### config.mk
export PLATFORM = sky130hd
export DESIGN_NAME = sum_frame_accumulator
export DESIGN_NICKNAME = d
export VERILOG_FILES = /design/src/rtl/sum_frame_accumulator.sv
export SDC_FILE = /design/constraint.sdc
export NUM_CORES = 1
export LEC_CHECK = 0
export BUFFER_PORTS_ARGS = -buffer_cell sky130_fd_sc_hd__buf_2
export CAP_MARGIN = 20
export CORE_ASPECT_RATIO = 0.8
export CORE_MARGIN = 5
export CORE_UTILIZATION = 56
export CTS_BUF_LIST = sky130_fd_sc_hd__clkbuf_4 sky130_fd_sc_hd__clkbuf_8 sky130_fd_sc_hd__clkbuf_16
export DETAILED_ROUTE_END_ITERATION = 12
export PLACE_DENSITY_LB_ADDON = 0.25
export SLEW_MARGIN = 20
export SYNTH_ARGS = -nofsm -noshare
export SYNTH_HDL_FRONTEND = slang
export SYNTH_SLANG_ARGS = --single-unit
### constraint.sdc
create_clock -name clock -period 3.06 [get_ports clock]
set_input_delay 0.153 -clock clock [delete_from_list [all_inputs] [get_ports clock]]
set_output_delay 0.153 -clock clock [all_outputs]
set_load 0.03 [all_outputs]
### src/rtl/sum_frame_accumulator.sv
// Frame accumulator for the 8-bit prefix-adder sum stream.
// Sums up to COUNT accepted samples and hands the total, count and carry flag downstream.
module sum_frame_accumulator #(
  parameter  int ACC_W = 16,
  parameter  int COUNT = 8,
  localparam int CNT_W = $clog2(COUNT + 1)
) (
  input  logic             clock,
  input  logic             reset_n,
  input  logic             enable,
  input  logic             in_valid,
  input  logic [7:0]       in_data,
  input  logic             in_last,
  output logic             in_ready,
  output logic             out_valid,
  input  logic             out_ready,
  output logic [ACC_W-1:0] out_data,
  output logic [CNT_W-1:0] out_count,
  output logic             out_ovf
);

  localparam logic [1:0] S_IDLE  = 2'd0;
  localparam logic [1:0] S_ACCUM = 2'd1;
  localparam logic [1:0] S_HOLD  = 2'd2;

  logic [1:0]       state_q, state_d;
  logic [ACC_W-1:0] acc_q, acc_d;
  logic [CNT_W-1:0] cnt_q, cnt_d;
  logic             ovf_q, ovf_d;
  logic             out_valid_q, out_valid_d;
  logic [ACC_W-1:0] out_data_q, out_data_d;
  logic [CNT_W-1:0] out_count_q, out_count_d;
  logic             out_ovf_q, out_ovf_d;

  logic             in_fire;
  logic [ACC_W:0]   sum_ext;
  logic [CNT_W-1:0] cnt_inc;

  assign in_ready = enable & (state_q != S_HOLD);
  assign in_fire  = in_valid & in_ready;
  assign sum_ext  = {1'b0, acc_q} + (ACC_W + 1)'(in_data);
  assign cnt_inc  = cnt_q + CNT_W'(1);

  always_comb begin
    state_d = state_q;
    acc_d   = acc_q;
    cnt_d   = cnt_q;
    ovf_d   = ovf_q;
    case (state_q)
      S_IDLE: begin
        if (in_fire) begin
          acc_d   = ACC_W'(in_data);
          cnt_d   = CNT_W'(1);
          ovf_d   = 1'b0;
          state_d = (in_last || COUNT == 1) ? S_HOLD : S_ACCUM;
        end
      end
      S_ACCUM: begin
        if (in_fire) begin
          acc_d = sum_ext[ACC_W-1:0];
          ovf_d = ovf_q | sum_ext[ACC_W];
          cnt_d = cnt_inc;
          if (in_last || cnt_inc == CNT_W'(COUNT)) state_d = S_HOLD;
        end
      end
      S_HOLD: begin
        if (out_ready) state_d = S_IDLE;
      end
      default: state_d = S_IDLE;
    endcase
  end

  // Result registers latch only on frame close, so they keep the last frame between results.
  always_comb begin
    out_valid_d = (state_d == S_HOLD);
    out_data_d  = out_data_q;
    out_count_d = out_count_q;
    out_ovf_d   = out_ovf_q;
    if (state_q != S_HOLD && state_d == S_HOLD) begin
      out_data_d  = acc_d;
      out_count_d = cnt_d;
      out_ovf_d   = ovf_d;
    end
  end

  always_ff @(posedge clock) begin
    if (!reset_n) begin
      state_q     <= S_IDLE;
      acc_q       <= '0;
      cnt_q       <= '0;
      ovf_q       <= 1'b0;
      out_valid_q <= 1'b0;
      out_data_q  <= '0;
      out_count_q <= '0;
      out_ovf_q   <= 1'b0;
    end else begin
      state_q     <= state_d;
      acc_q       <= acc_d;
      cnt_q       <= cnt_d;
      ovf_q       <= ovf_d;
      out_valid_q <= out_valid_d;
      out_data_q  <= out_data_d;
      out_count_q <= out_count_d;
      out_ovf_q   <= out_ovf_d;
    end
  end

  assign out_valid = out_valid_q;
  assign out_data  = out_data_q;
  assign out_count = out_count_q;
  assign out_ovf   = out_ovf_q;

endmodule

======== Word-level counts from Yosys, hierarchy flattened ========
Index checks and enable logic that the tools add are counted.
word-level totals
  bits in registers ....................... 45
  latch bits .............................. 0
  RAM bits ................................ 0
  memory bits (read-only) ................. 0
  bits of input ports ..................... 14
  output and inout port bits .............. 23
  logic and storage cells ................. 36
  memories ................................ 0
cells by class
  add/subtract/negate cells ............... 2
  $mul .................................... 0
  div/mod/pow operators ................... 0
  $lt $le $gt $ge ......................... 0
  equality and inequality tests ........... 5
  shifts and indexed selects .............. 0
  multiplexer cells ....................... 15
  bitwise logic cells ..................... 3
  reductions and logical operators ........ 3
operators by type and width
  operator                                              count
  2-to-1 mux 16 bit                                     2
  one-hot mux 16 bit (2 select lines)                   1
  adder 16 x 8 -> 17 bit                                1
  2-to-1 mux 2 bit                                      5
  2-to-1 mux 4 bit                                      2
  one-hot mux 4 bit (2 select lines)                    1
  one-hot mux 2 bit (3 select lines)                    1
  adder 4 x 1 -> 4 bit (second input constant)          1
  equality test 2 bit (second input constant)           2
  equality test 4 bit (second input constant)           1
  bitwise AND 1 bit                                     2
  equality test 2 x 1 -> 1 bit (second input constant)  1
  logical NOT 2 bit                                     1
  2-to-1 mux 1 bit                                      2
  != test 2 bit (second input constant)                 1
  one-hot mux 1 bit (2 select lines)                    1
  logical AND 1 bit                                     1
  logical OR 1 bit                                      1
  OR 1 bit                                              1

======== Longest topological paths before layout ========
Gate-level depths: netlist (run 1).
  depth after elaboration ................. 8
  gate-level depth with buffers ........... 9
  gate-level depth less buffers ........... 8

======== Worst setup path before layout (run 1) ========
OpenSTA, ideal clock, no wires.
  path kind ............................... register to register
  start point ............................. reg acc_q[0]
  end point ............................... reg acc_q[10]
  setup time .............................. 128 ps
  data arrival time ....................... 2,036 ps
  required time ........................... 2,932 ps
  path slack .............................. 897 ps
  stages on the path, launching flop included .. 9
  path buffers ............................ 0
  period minus slack after synthesis ...... 2,163 ps
  path through ............................ dfxtp_1 > ha_1 > fa_1 > a211oi_1 > or4b_1 > a31o_1 > mux2_4 > a22oi_2 > nor2_1
on the way
  cells in the longest elaborated chain, start to end .. 3
ends and longest elaborated chain
  what                                 line  text
  start: declaration                   27    logic [ACC_W-1:0] acc_q, acc_d;
  start signal: assignment             89    acc_q <= '0;
  start signal: assignment             98    acc_q <= acc_d;
  adder 16 x 8 -> 17 bit               41    assign sum_ext = {1'b0, acc_q} + (ACC_W + 1)'(in_data);
  2-to-1 mux 16 bit                    59    if (in_fire) begin
  one-hot mux 16 bit (2 select lines)  49    case (state_q)
Every way passes these cells.
A chain may end at the register's enable or synchronous reset.

======== Worst setup path in the final report (run 1) ========
Ends and elaborated chain as after synthesis.

==> results of run 1 <==
[sequential cells by signal, summed over array words and instances (netlist names)]
register and count:
out_ovf 1, out_data 16, acc_q 16, out_valid 1
cnt_q 4, out_count 4, ovf_q 1, state_q 2
[final cells by class]
type                       instances  area share (%)
timing repair buffer              42           8.483
multi-input combinational        215           50.80
clock buffer                       7           3.393
sequential                        45           33.93
tap                               57           2.686
inverter                           5          0.7069
[metrics by stage]
stage                     cell area (sq um)  hold slack, ns
after global routing                   2655          0.2174
final                                  2655          0.1820
after detailed placement               2565          0.4547
after floorplan                        2328          0.3525
after CTS                              2655          0.1755
after global placement                 2565          0.4481
[synth_stat cells, types with 2 or more instances]
master,n
sky130_fd_sc_hd__nand3_1,13
sky130_fd_sc_hd__a22oi_1,2
sky130_fd_sc_hd__o311ai_0,2
sky130_fd_sc_hd__a21o_1,5
sky130_fd_sc_hd__inv_1,4
sky130_fd_sc_hd__a21oi_1,22
sky130_fd_sc_hd__mux2i_1,9
sky130_fd_sc_hd__nand3b_1,2
sky130_fd_sc_hd__and3_1,3
sky130_fd_sc_hd__nor3b_1,3
sky130_fd_sc_hd__o21ba_2,2
sky130_fd_sc_hd__dfxtp_1,45
sky130_fd_sc_hd__mux2_2,3
sky130_fd_sc_hd__nor2_1,37
sky130_fd_sc_hd__a31oi_1,2
sky130_fd_sc_hd__and2_1,8
sky130_fd_sc_hd__nor3_1,6
sky130_fd_sc_hd__nand2b_1,5
sky130_fd_sc_hd__ha_1,10
sky130_fd_sc_hd__a41oi_1,2
sky130_fd_sc_hd__o211ai_1,2
sky130_fd_sc_hd__nand2_1,26
sky130_fd_sc_hd__xnor2_1,5
sky130_fd_sc_hd__clkbuf_1,13
sky130_fd_sc_hd__a211oi_1,11
sky130_fd_sc_hd__o21ai_0,16
[cell usage in the layout (no fill, tap or decap), drive strengths merged, types with 3 or more instances in the layout]
| cell | Yosys | layout |
|---|---|---|
| nand3 | 13 | 13 |
| and3 | 3 | 3 |
| a211oi | 11 | 11 |
| mux2 | 4 | 4 |
| o21ai | 16 | 16 |
| nor3 | 6 | 6 |
| a21oi | 22 | 22 |
| mux2i | 9 | 9 |
| a22oi | 3 | 3 |
| a21o | 5 | 5 |
| buf | 2 | 42 |
| nor3b | 3 | 3 |
| dfxtp | 45 | 45 |
| and2 | 8 | 8 |
| clkbuf | 13 | 7 |
| ha | 10 | 10 |
| xnor2 | 5 | 5 |
| nand2 | 26 | 26 |
| inv | 4 | 4 |
| nand2b | 5 | 5 |
| nor2 | 37 | 37 |
[critical path: stages, from the launching register on]
cell and delay [ns]:
sky130_fd_sc_hd__dfxtp_1 0.32, sky130_fd_sc_hd__ha_1 0.20, sky130_fd_sc_hd__fa_1 0.43, sky130_fd_sc_hd__a211oi_1 0.41
sky130_fd_sc_hd__or4b_1 0.20, sky130_fd_sc_hd__a31o_1 0.21, sky130_fd_sc_hd__mux2_4 0.31, sky130_fd_sc_hd__a22oi_2 0.12
sky130_fd_sc_hd__nor2_1 0.05
[how the worst min path moves through the flow]
stage	start	cells past startpoint	to	slack, ns
after floorplan	in_data[5]	2	out_data[5]$_SDFFE_PN0P_	0.35
after global placement	out_data[3]$_SDFFE_PN0P_	2	out_data[3]$_SDFFE_PN0P_	0.45
after detailed placement	out_data[3]$_SDFFE_PN0P_	2	out_data[3]$_SDFFE_PN0P_	0.45
after CTS	out_ready	4	state_q[1]$_SDFF_PN0_	0.18
after global routing	out_ready	4	state_q[1]$_SDFF_PN0_	0.22
final	out_ready	4	state_q[1]$_SDFF_PN0_	0.18
[routing by layer]
layer  up-vias  part of all wire (%)
met5         -                     0
met4         0                   1.2
met3         6                   5.4
met2        58                    43
met1       983                    50
li1       1068                     -
[kinds of logic (layout without fill, tap and decap cells)]
kind of cell             after synthesis  after routing  share of synthesized area (%)
XOR/XNOR                               5              5                          1.881
adder cells (fa/ha/maj)               11             11                          6.233
AND/OR/NAND/NOR                      111            111                          22.89
flip-flops                            45             45                          38.69
multiplexers                          13             13                          5.964
buffers and inverters                 20             54                          3.385
AO/OA/AOI/OAI                         75             75                          20.96
[power breakdown]
group          internal [W]  switching (W)
sequential         0.000605      0.0000120
combinational     0.0000725       0.000126
clock              0.000188       0.000181
total              0.000866       0.000319
==> out/results.md, run 1 <==
| Result | Value |
| --- | --- |
| Outcome | finished, final reports clean |
| Smallest setup slack after layout | 0.6998 ns |
| Max-slew violation count | 0 |
| Most used routing layer in global routing | met2 |
| Die outline width | 82.10 um |
| Largest fanout on the critical path | 3 |
| Clock latency at the later pin of the worst-skew pair | 0.29 ns |
| Slew @ Worst Pin | 0.6811 ns |
| Flip-flop and latch count after synthesis | 45 |
| Buffers inserted by post-CTS timing repair | 0 |
| End of the worst register-to-register path | acc_q[10]$_SDFF_PN0_ |
| Power per cell area | 446.4 mW/mm^2 |
| Residual DRC count | 0 |
| Type of element capturing the critical path | flop |
| Signal arrival time at the worst endpoint | 2.53 ns |
| CTS Hold Buffers Added | 0 |
| Number of global-route vias before repair | 1958 |
| Ant. Diodes | 0 |
| Antenna violations before repair | 0 |
| Die Footprint | 0.005556 sq mm |
| Num CTS Buffers | 5 |
| Pin count of the biggest net entering global routing | 28 |
| Area of the mapped netlist | 0.002328 sq mm |
| Worst Path Class, Setup | flop to flop |
| I/O pin count | 37 |
| Total number of placement rows | 21 |
| Primary flip-flop cell chosen by synthesis mapping | sky130_fd_sc_hd__dfxtp_1 |
| Part of the cycle the worst path needs | 77.13% |
| Area taken by multi-input logic gates | 0.001349 sq mm |
| Total area of sequential cells | 900.9 sq um |
| Worst Setup Start Kind | flop |
| Router iterations before antenna repair | 4 |
| Die boundary height | 67.68 um |
| Final design utilization | 64.77% |
| Met3 GRT Util | 3.867% |
| Total chip power | 0.001185 W |
| Register-to-Register Path Depth | 8 |
| Sequential cell area fraction in the yosys report | 38.69% |
| Number of cells produced by synthesis | 280 |
| Proportion of register bits with asynchronous set or reset after synthesis | 0% |
| CORE AREA | 0.004099 sq mm |
| Critical path required time | 3.23 ns |
| Wirelength per Cell | 14.00 um |
| Clock period minus final worst setup slack | 2.360 ns |
| Buffers added on ports | 36 |
| Critical Path End | acc_q[10]$_SDFF_PN0_ |
| Final weighted congestion in routability-driven placement | 0.9269 |
| First-pass GRT wire length | 8818 um |
| Max Cap Violations | 0 |
| Met1 routing resource usage after global routing | 27.44% |
| Number of synthesized flops with an enable pin | 0 |
| Total Wirelength | 5193 um |
| Number of buffers on the longest clock path | 2 |
| Synth top area cells | sky130_fd_sc_hd__dfxtp_1 39%, sky130_fd_sc_hd__nor2_1 6.0%, sky130_fd_sc_hd__ha_1 5.4%, sky130_fd_sc_hd__a21oi_1 4.7%, sky130_fd_sc_hd__nand2_1 4.2% |
| Worst setup path startpoint | acc_q[0]$_SDFF_PN0_ |
| Mapped Avg Cell Area | 8.316 sq um |
| Path type of the worst min-delay path | input port to flop |
| Drt first-iter violations | 120 |
| Clock tree from TritonCTS | yes |
| Synth warn | 0 |
| Clock root buffer | sky130_fd_sc_hd__clkbuf_8 |
| Max IR drop VDD | 359.3 uV |
| Post-layout net count | 339 |
| Detailed-placement wirelength estimate | 3712 um |
| Number of cells after detailed placement | 364 |
| Starting density of the core | 56.81% |
| Total number of vias | 2115 |
| Synth top area share | 38.69% |
| Post-synthesis cell type with the largest combined area | sky130_fd_sc_hd__dfxtp_1 |
| Fraction of layout instances using a drive strength above 1 | 17.83% |
| Grt total ovfl | 0 |
| Worst clock skew | 0.005024 ns |
| GRT Resource Usage Total | 20.25% |
| Setup Total Neg Slack | 0 ns |
| Number of gates resized after CTS | 0 |
| Relative max-transition margin | 54.59% |
| Post-placement worst setup slack | 0.7012 ns |
| Filler Cell Count | 370 |
| CTS H-Tree Depth | 2 |
| Clock net sink count | 45 |
| Setup repair after global routing missed its margin | false |
| Layout overhead on the synthesized area | 14.02% |
| Flop-to-flop setup slack | 0.70 ns |
| Met2 track demand over resource | 32.46% |
| Non-filler cells, final | 371 |
| Peak clock frequency supported by timing | 0.4237 GHz |
| Distinct cell type count after synthesis | 48 |
| Static Leak | 1.113 nW |
| Final-report hold violation count | 0 |
| Net Count, Synth | 305 |
| Clock edge transition at the registers on the reported setup and hold paths | 0.08 ns |
| Worst flop-to-flop path startpoint | acc_q[0]$_SDFF_PN0_ |
| Drt via density | 5.701 |
| Number of nets with antenna violations after detailed routing | 0 |
| Total setup violations reported at the end of the flow | 0 |
(Power assumes the default switching activity.)
==> run 2, diff against run 1 <==
CORE_UTILIZATION = 51   (was 56)
clock period = 2.1 ns   (was 3.06 ns; I/O delays follow)
==> run 2 against run 1 <==
  * The run now ends with setup timing left
  * Via count grew 1.5%
  * Clock skew is 0.0028 ns higher
  * Highest routed layer unchanged
  * Hold slack worse by 0.064 ns
  * Flip-flop and latch count is the same
==> out/results.md, run 2 (synthesis gave the netlist of run 1 again) <==
| Result | Value |
| --- | --- |
| Max-slew violation count | 0 |
| Num CTS Buffers | 5 |
| Number of instances on the worst hold path | 4 |
| Post-placement worst setup slack | -0.06799 ns |
| Setup repair after global routing missed its margin | true |
| Clock net sink count | 45 |
| Clock edge transition at the registers on the reported setup and hold paths | 0.09 ns |
| Detailed-placement wirelength estimate | 4010 um |
| Type of element capturing the critical path | flop |
| Static Leak | 1.207 nW |
| Slew @ Worst Pin | 0.3438 ns |
| Drt via density | 5.491 |
| Die boundary height | 70.44 um |
| Signal arrival time at the worst endpoint | 2.31 ns |
| Ant. Diodes | 0 |
| Number of nets with antenna violations after detailed routing | 0 |
| Residual DRC count | 0 |
| Violations in the final reports | setup timing |
| Outcome | finished, violations left |
| Filler Cell Count | 412 |
| Fraction of layout instances using a drive strength above 1 | 27.19% |
| Number of global-route vias before repair | 2001 |
| CTS H-Tree Depth | 2 |
| Power per cell area | 658.4 mW/mm^2 |
| Final weighted congestion in routability-driven placement | 0.8955 |
| Layout overhead on the synthesized area | 24.56% |
| Post-layout net count | 355 |
| Max IR drop VDD | 350.2 uV |
| Part of the cycle the worst path needs | 101.3% |
| CTS Hold Buffers Added | 0 |
| Setup Total Neg Slack | -0.02632 ns |
| Drt first-iter violations | 106 |
| Critical path required time | 2.29 ns |
| Relative max-transition margin | 76.49% |
| Non-filler cells, final | 391 |
| Grt total ovfl | 0 |
| Number of buffers on the longest clock path | 2 |
| Final design utilization | 64.25% |
| Clock period minus final worst setup slack | 2.126 ns |
| Largest fanout on the critical path | 3 |
| First-pass GRT wire length | 9280 um |
| Pin count of the biggest net entering global routing | 27 |
| Antenna violations before repair | 0 |
| Clock tree from TritonCTS | yes |
| Wirelength per Cell | 14.27 um |
| Total Wirelength | 5579 um |
| Register-to-Register Path Depth | 7 |
| I/O pin count | 37 |
| Buffers inserted by post-CTS timing repair | 0 |
| Die outline width | 85.55 um |
| Worst stage delay on the critical path | 0.56 ns |
| Worst clock skew | 0.007804 ns |
| Starting density of the core | 51.58% |
| Worst Setup Start Kind | flop |
| Max Cap Violations | 0 |
| Clock root buffer | sky130_fd_sc_hd__clkbuf_8 |
| CP Cell Sequence | ha_2 > o21ai_1 > or4b_4 > a31o_4 > mux2_4 > a22oi_2 > nor2_1 |
| Total setup violations reported at the end of the flow | 1 |
| Critical Path Slowest Stage Cell | sky130_fd_sc_hd__or4b_4 |
| GRT Resource Usage Total | 19.28% |
| Die Footprint | 0.006025 sq mm |
| Buffers added on ports | 36 |
| Router iterations before antenna repair | 4 |
| Clock latency at the later pin of the worst-skew pair | 0.31 ns |
| Commonest cells after routing, fill and taps aside | 42 x sky130_fd_sc_hd__dfxtp_1, 36 x sky130_fd_sc_hd__nor2_1, 36 x sky130_fd_sc_hd__buf_2 |
| Worst Path Class, Setup | flop to flop |
| Number of cells after detailed placement | 383 |
| Total number of placement rows | 22 |
| Smallest setup slack after layout | -0.02632 ns |
| Peak clock frequency supported by timing | 0.4703 GHz |
| CORE AREA | 0.004514 sq mm |
| Final worst hold slack | 0.1180 ns |
| Most common cell after layout, fill and taps aside | sky130_fd_sc_hd__dfxtp_1 |
| Total number of vias | 2147 |
| Path type of the worst min-delay path | input port to flop |
| Final-report hold violation count | 0 |
run 2: cell types whose count changed in the layout (fill, tap and decap cells not counted), moves of 2 or more:
cell / before / now
sky130_fd_sc_hd__dfxtp_2: 0 / 3
sky130_fd_sc_hd__nand3_1: 13 / 11
sky130_fd_sc_hd__dfxtp_1: 45 / 42
sky130_fd_sc_hd__nand3_2: 0 / 2
sky130_fd_sc_hd__o311ai_1: 0 / 2
sky130_fd_sc_hd__o311ai_0: 2 / 0
sky130_fd_sc_hd__o21ai_1: 0 / 2
sky130_fd_sc_hd__buf_4: 6 / 22
sky130_fd_sc_hd__o21ai_0: 16 / 13
sky130_fd_sc_hd__ha_1: 10 / 6
sky130_fd_sc_hd__ha_4: 0 / 3
run 2: what timing repair did:
item / 4_1_cts / 5_1_grt
gates resized for setup: 5 / 17
cloned: 0 / 0
setup endpoints to repair: 11 / 20
pin swaps: 3 / 8
run 2: routing by layer:
layer	global-route usage, %	routed length (um)	share of wire [%]
met5	0	0	0
met4	5.975	112	2.0
met3	6.250	358	6.4
met2	29.22	2392	43
met1	25.86	2715	49
run 2: metrics by stage:
stage          total power [W]  cell area, sq um
6_report              0.001910              2900
5_1_grt               0.002007              2900
4_1_cts               0.001915              2838
3_5_place_dp          0.001235              2699
3_3_place_gp          0.001229              2699
2_1_floorplan         0.001129              2340
run 2: where the power goes:
part           total, W  switching [W]  internal (W)
registers      0.000902      0.0000184      0.000883
clock network  0.000673       0.000316      0.000356
logic          0.000335       0.000197      0.000138
total           0.00191       0.000532       0.00138
run 2: final timing paths:
kind,end,from,slack (ns)
setup / recovery,acc_q[10]$_SDFF_PN0_,acc_q[3]$_SDFF_PN0_,-0.03
hold / removal,out_valid$_SDFF_PN0_,out_ready,0.12
setup reg to reg,acc_q[10]$_SDFF_PN0_,acc_q[3]$_SDFF_PN0_,-0.03
hold reg to reg,out_count[0]$_SDFFE_PN0P_,out_count[0]$_SDFFE_PN0P_,0.46
run 2: critical path: cells and delay by family (launching register included):
kind	cells	cell delay [ns]
AOI/OAI and AO/OA	3	0.44
adders and majority gates	1	0.33
DFF	1	0.33
muxes	1	0.30
and+or+nand+nor	2	0.62
run 2: area by class of cell:
type	instances	area [sq um]	share of cell area, %
sequential	45	904.6	31.19
inverter	5	18.77	0.6471
clock buffer	5	68.82	2.373
multi-input combinational	215	1441	49.70
tap	60	75.07	2.588
clock inverter	3	46.29	1.596
timing repair buffer	58	345.3	11.91
==> run 3, diff against run 2 <==
GPL_TIMING_DRIVEN = 1   (was default)
PLACE_DENSITY = 0.76   (was default)
PLACE_DENSITY_LB_ADDON = default   (was 0.25)
==> run 3 against run 2 <==
  * The run still ends with setup timing left
  * Die area unchanged
  * Non-clock buffer count down 2
  * Maximum frequency is 3.3% lower
  * Combinational power decreased by 2%
  * Clock-buffer cell count up 1
  * Critical path depth increased by 1
  * Largest power group unchanged
  * Highest routed layer unchanged
==> out/results.md, run 3 (synthesis gave the netlist of run 1 again) <==
| Result | Value |
| --- | --- |
| Antenna violations before repair | 0 |
| Post-placement worst setup slack | -0.05505 ns |
| Number of buffers on the longest clock path | 2 |
| Total number of placement rows | 22 |
| Filler Cell Count | 398 |
| Max-slew violation count | 0 |
| Signal arrival time at the worst endpoint | 2.38 ns |
| Total number of vias | 2131 |
| Static Leak | 1.208 nW |
| Buffers added on ports | 36 |
| Peak clock frequency supported by timing | 0.4549 GHz |
| Final-report hold violation count | 0 |
| Slew @ Worst Pin | 0.3608 ns |
| Ant. Diodes | 0 |
| Die Footprint | 0.006025 sq mm |
| Met1 routing resource usage after global routing | 25.54% |
| Total Wirelength | 5813 um |
| Setup repair after global routing missed its margin | true |
| Clock net sink count | 45 |
| Setup Total Neg Slack | -0.2113 ns |
| Total setup violations reported at the end of the flow | 5 |
| Pin count of the biggest net entering global routing | 27 |
| Most common cell after layout, fill and taps aside | sky130_fd_sc_hd__dfxtp_1 |
| CTS Hold Buffers Added | 0 |
| CTS H-Tree Depth | 2 |
| Fraction of layout instances using a drive strength above 1 | 27.36% |
| CORE AREA | 0.004514 sq mm |
| Max Cap Violations | 0 |
| Met3 GRT Util | 4.127% |
| I/O pin count | 37 |
| Die outline width | 85.55 um |
| Met2 track demand over resource | 28.62% |
| Drt via density | 5.478 |
| Clock period minus final worst setup slack | 2.198 ns |
| Path type of the worst min-delay path | input port to flop |
| Relative max-transition margin | 75.33% |
| Die boundary height | 70.44 um |
| Residual DRC count | 0 |
| Critical path required time | 2.28 ns |
| Wirelength per Cell | 14.94 um |
| Part of the cycle the worst path needs | 104.7% |
| Power per cell area | 661.3 mW/mm^2 |
| First-pass GRT wire length | 8997 um |
| Clock root buffer | sky130_fd_sc_hd__clkbuf_8 |
| Drt first-iter violations | 105 |
| Commonest cells after routing, fill and taps aside | 43 x sky130_fd_sc_hd__dfxtp_1, 36 x sky130_fd_sc_hd__nor2_1, 36 x sky130_fd_sc_hd__buf_2 |
| Detailed-placement wirelength estimate | 3948 um |
| Clock tree from TritonCTS | yes |
| Clock latency at the later pin of the worst-skew pair | 0.29 ns |
| Smallest setup slack after layout | -0.09845 ns |
| Violations in the final reports | setup timing |
| Number of global-route vias before repair | 1893 |
| Number of nets with antenna violations after detailed routing | 0 |
| Max IR drop VDD | 546.1 uV |
| Worst clock skew | 0.007423 ns |
| Router iterations before antenna repair | 5 |
| Largest fanout on the critical path | 3 |
| Num CTS Buffers | 5 |
| GRT Resource Usage Total | 18.40% |
| Final weighted congestion in routability-driven placement | 0.8914 |
| Worst Setup Start Kind | flop |
| Clock edge transition at the registers on the reported setup and hold paths | 0.09 ns |
| Outcome | finished, violations left |
| Grt total ovfl | 0 |
| Worst Path Class, Setup | flop to flop |
| Most used routing layer in global routing | met2 |
| Layout overhead on the synthesized area | 24.23% |
| Post-layout net count | 353 |
| Starting density of the core | 51.58% |
| Type of element capturing the critical path | flop |
run 3: what timing repair did:
item | in CTS | in global routing
gates resized for setup | 3 | 20
setup buffers | 0 | 1
pin swaps | 1 | 4
endpoints found under the setup margin | 8 | 20
run 3: final timing paths:
kind,slack [ns],end,cells past startpoint,from
max,-0.1,acc_q[10]$_SDFF_PN0_,8,acc_q[0]$_SDFF_PN0_
min,0.12,out_valid$_SDFF_PN0_,4,out_ready
max reg2reg,-0.1,acc_q[10]$_SDFF_PN0_,8,acc_q[0]$_SDFF_PN0_
min reg2reg,0.47,out_count[0]$_SDFFE_PN0P_,2,out_count[0]$_SDFFE_PN0P_
run 3: cell type report:
cell class                      count  area (sq um)  area share [%]
Inverter                            5         18.77          0.6488
Timing Repair Buffer               56         330.3           11.42
Clock buffer                        6         82.58           2.855
Multi-Input combinational cell    215          1445           49.96
Sequential cell                    45         903.4           31.23
Clock inverter                      2         37.54           1.298
Tap cell                           60         75.07           2.595
run 3: through the flow:
step,std cells,total power [W],util [%],instance area [sq um],hold WS (ns)
6_report,389,0.001913,64.08,2893,0.1197
4_1_cts,388,0.001919,62.22,2809,0.1186
5_1_grt,389,0.001999,64.08,2893,0.1322
2_1_floorplan,280,0.001129,-,2340,0.3045
3_5_place_dp,380,0.001232,59.28,2676,0.4324
3_3_place_gp,380,0.001223,59.28,2676,0.4296
run 3: worst max-delay path, cell delays in order (launching register included):
cell and delay [ns]:
sky130_fd_sc_hd__dfxtp_2 0.36, sky130_fd_sc_hd__ha_4 0.14, sky130_fd_sc_hd__fa_2 0.23, sky130_fd_sc_hd__a211oi_4 0.08, sky130_fd_sc_hd__or4b_4 0.56, sky130_fd_sc_hd__a31o_4 0.24, sky130_fd_sc_hd__mux2_4 0.30, sky130_fd_sc_hd__a22oi_2 0.12
sky130_fd_sc_hd__nor2_1 0.05
run 3: metal layers:
metal / up-vias / part of all wire, %
met3: 4 / 6.1
li1: 1096 / -
met2: 72 / 46
met4: 0 / 0.57
met5: - / 0
met1: 959 / 47
run 3: report_power, final:
group	leakage, nW	total [W]	internal, W	switching, W
logic	0.784	0.000327	0.000130	0.000197
registers	0.367	0.000902	0.000883	0.0000186
clock network	0.0574	0.000684	0.000387	0.000297
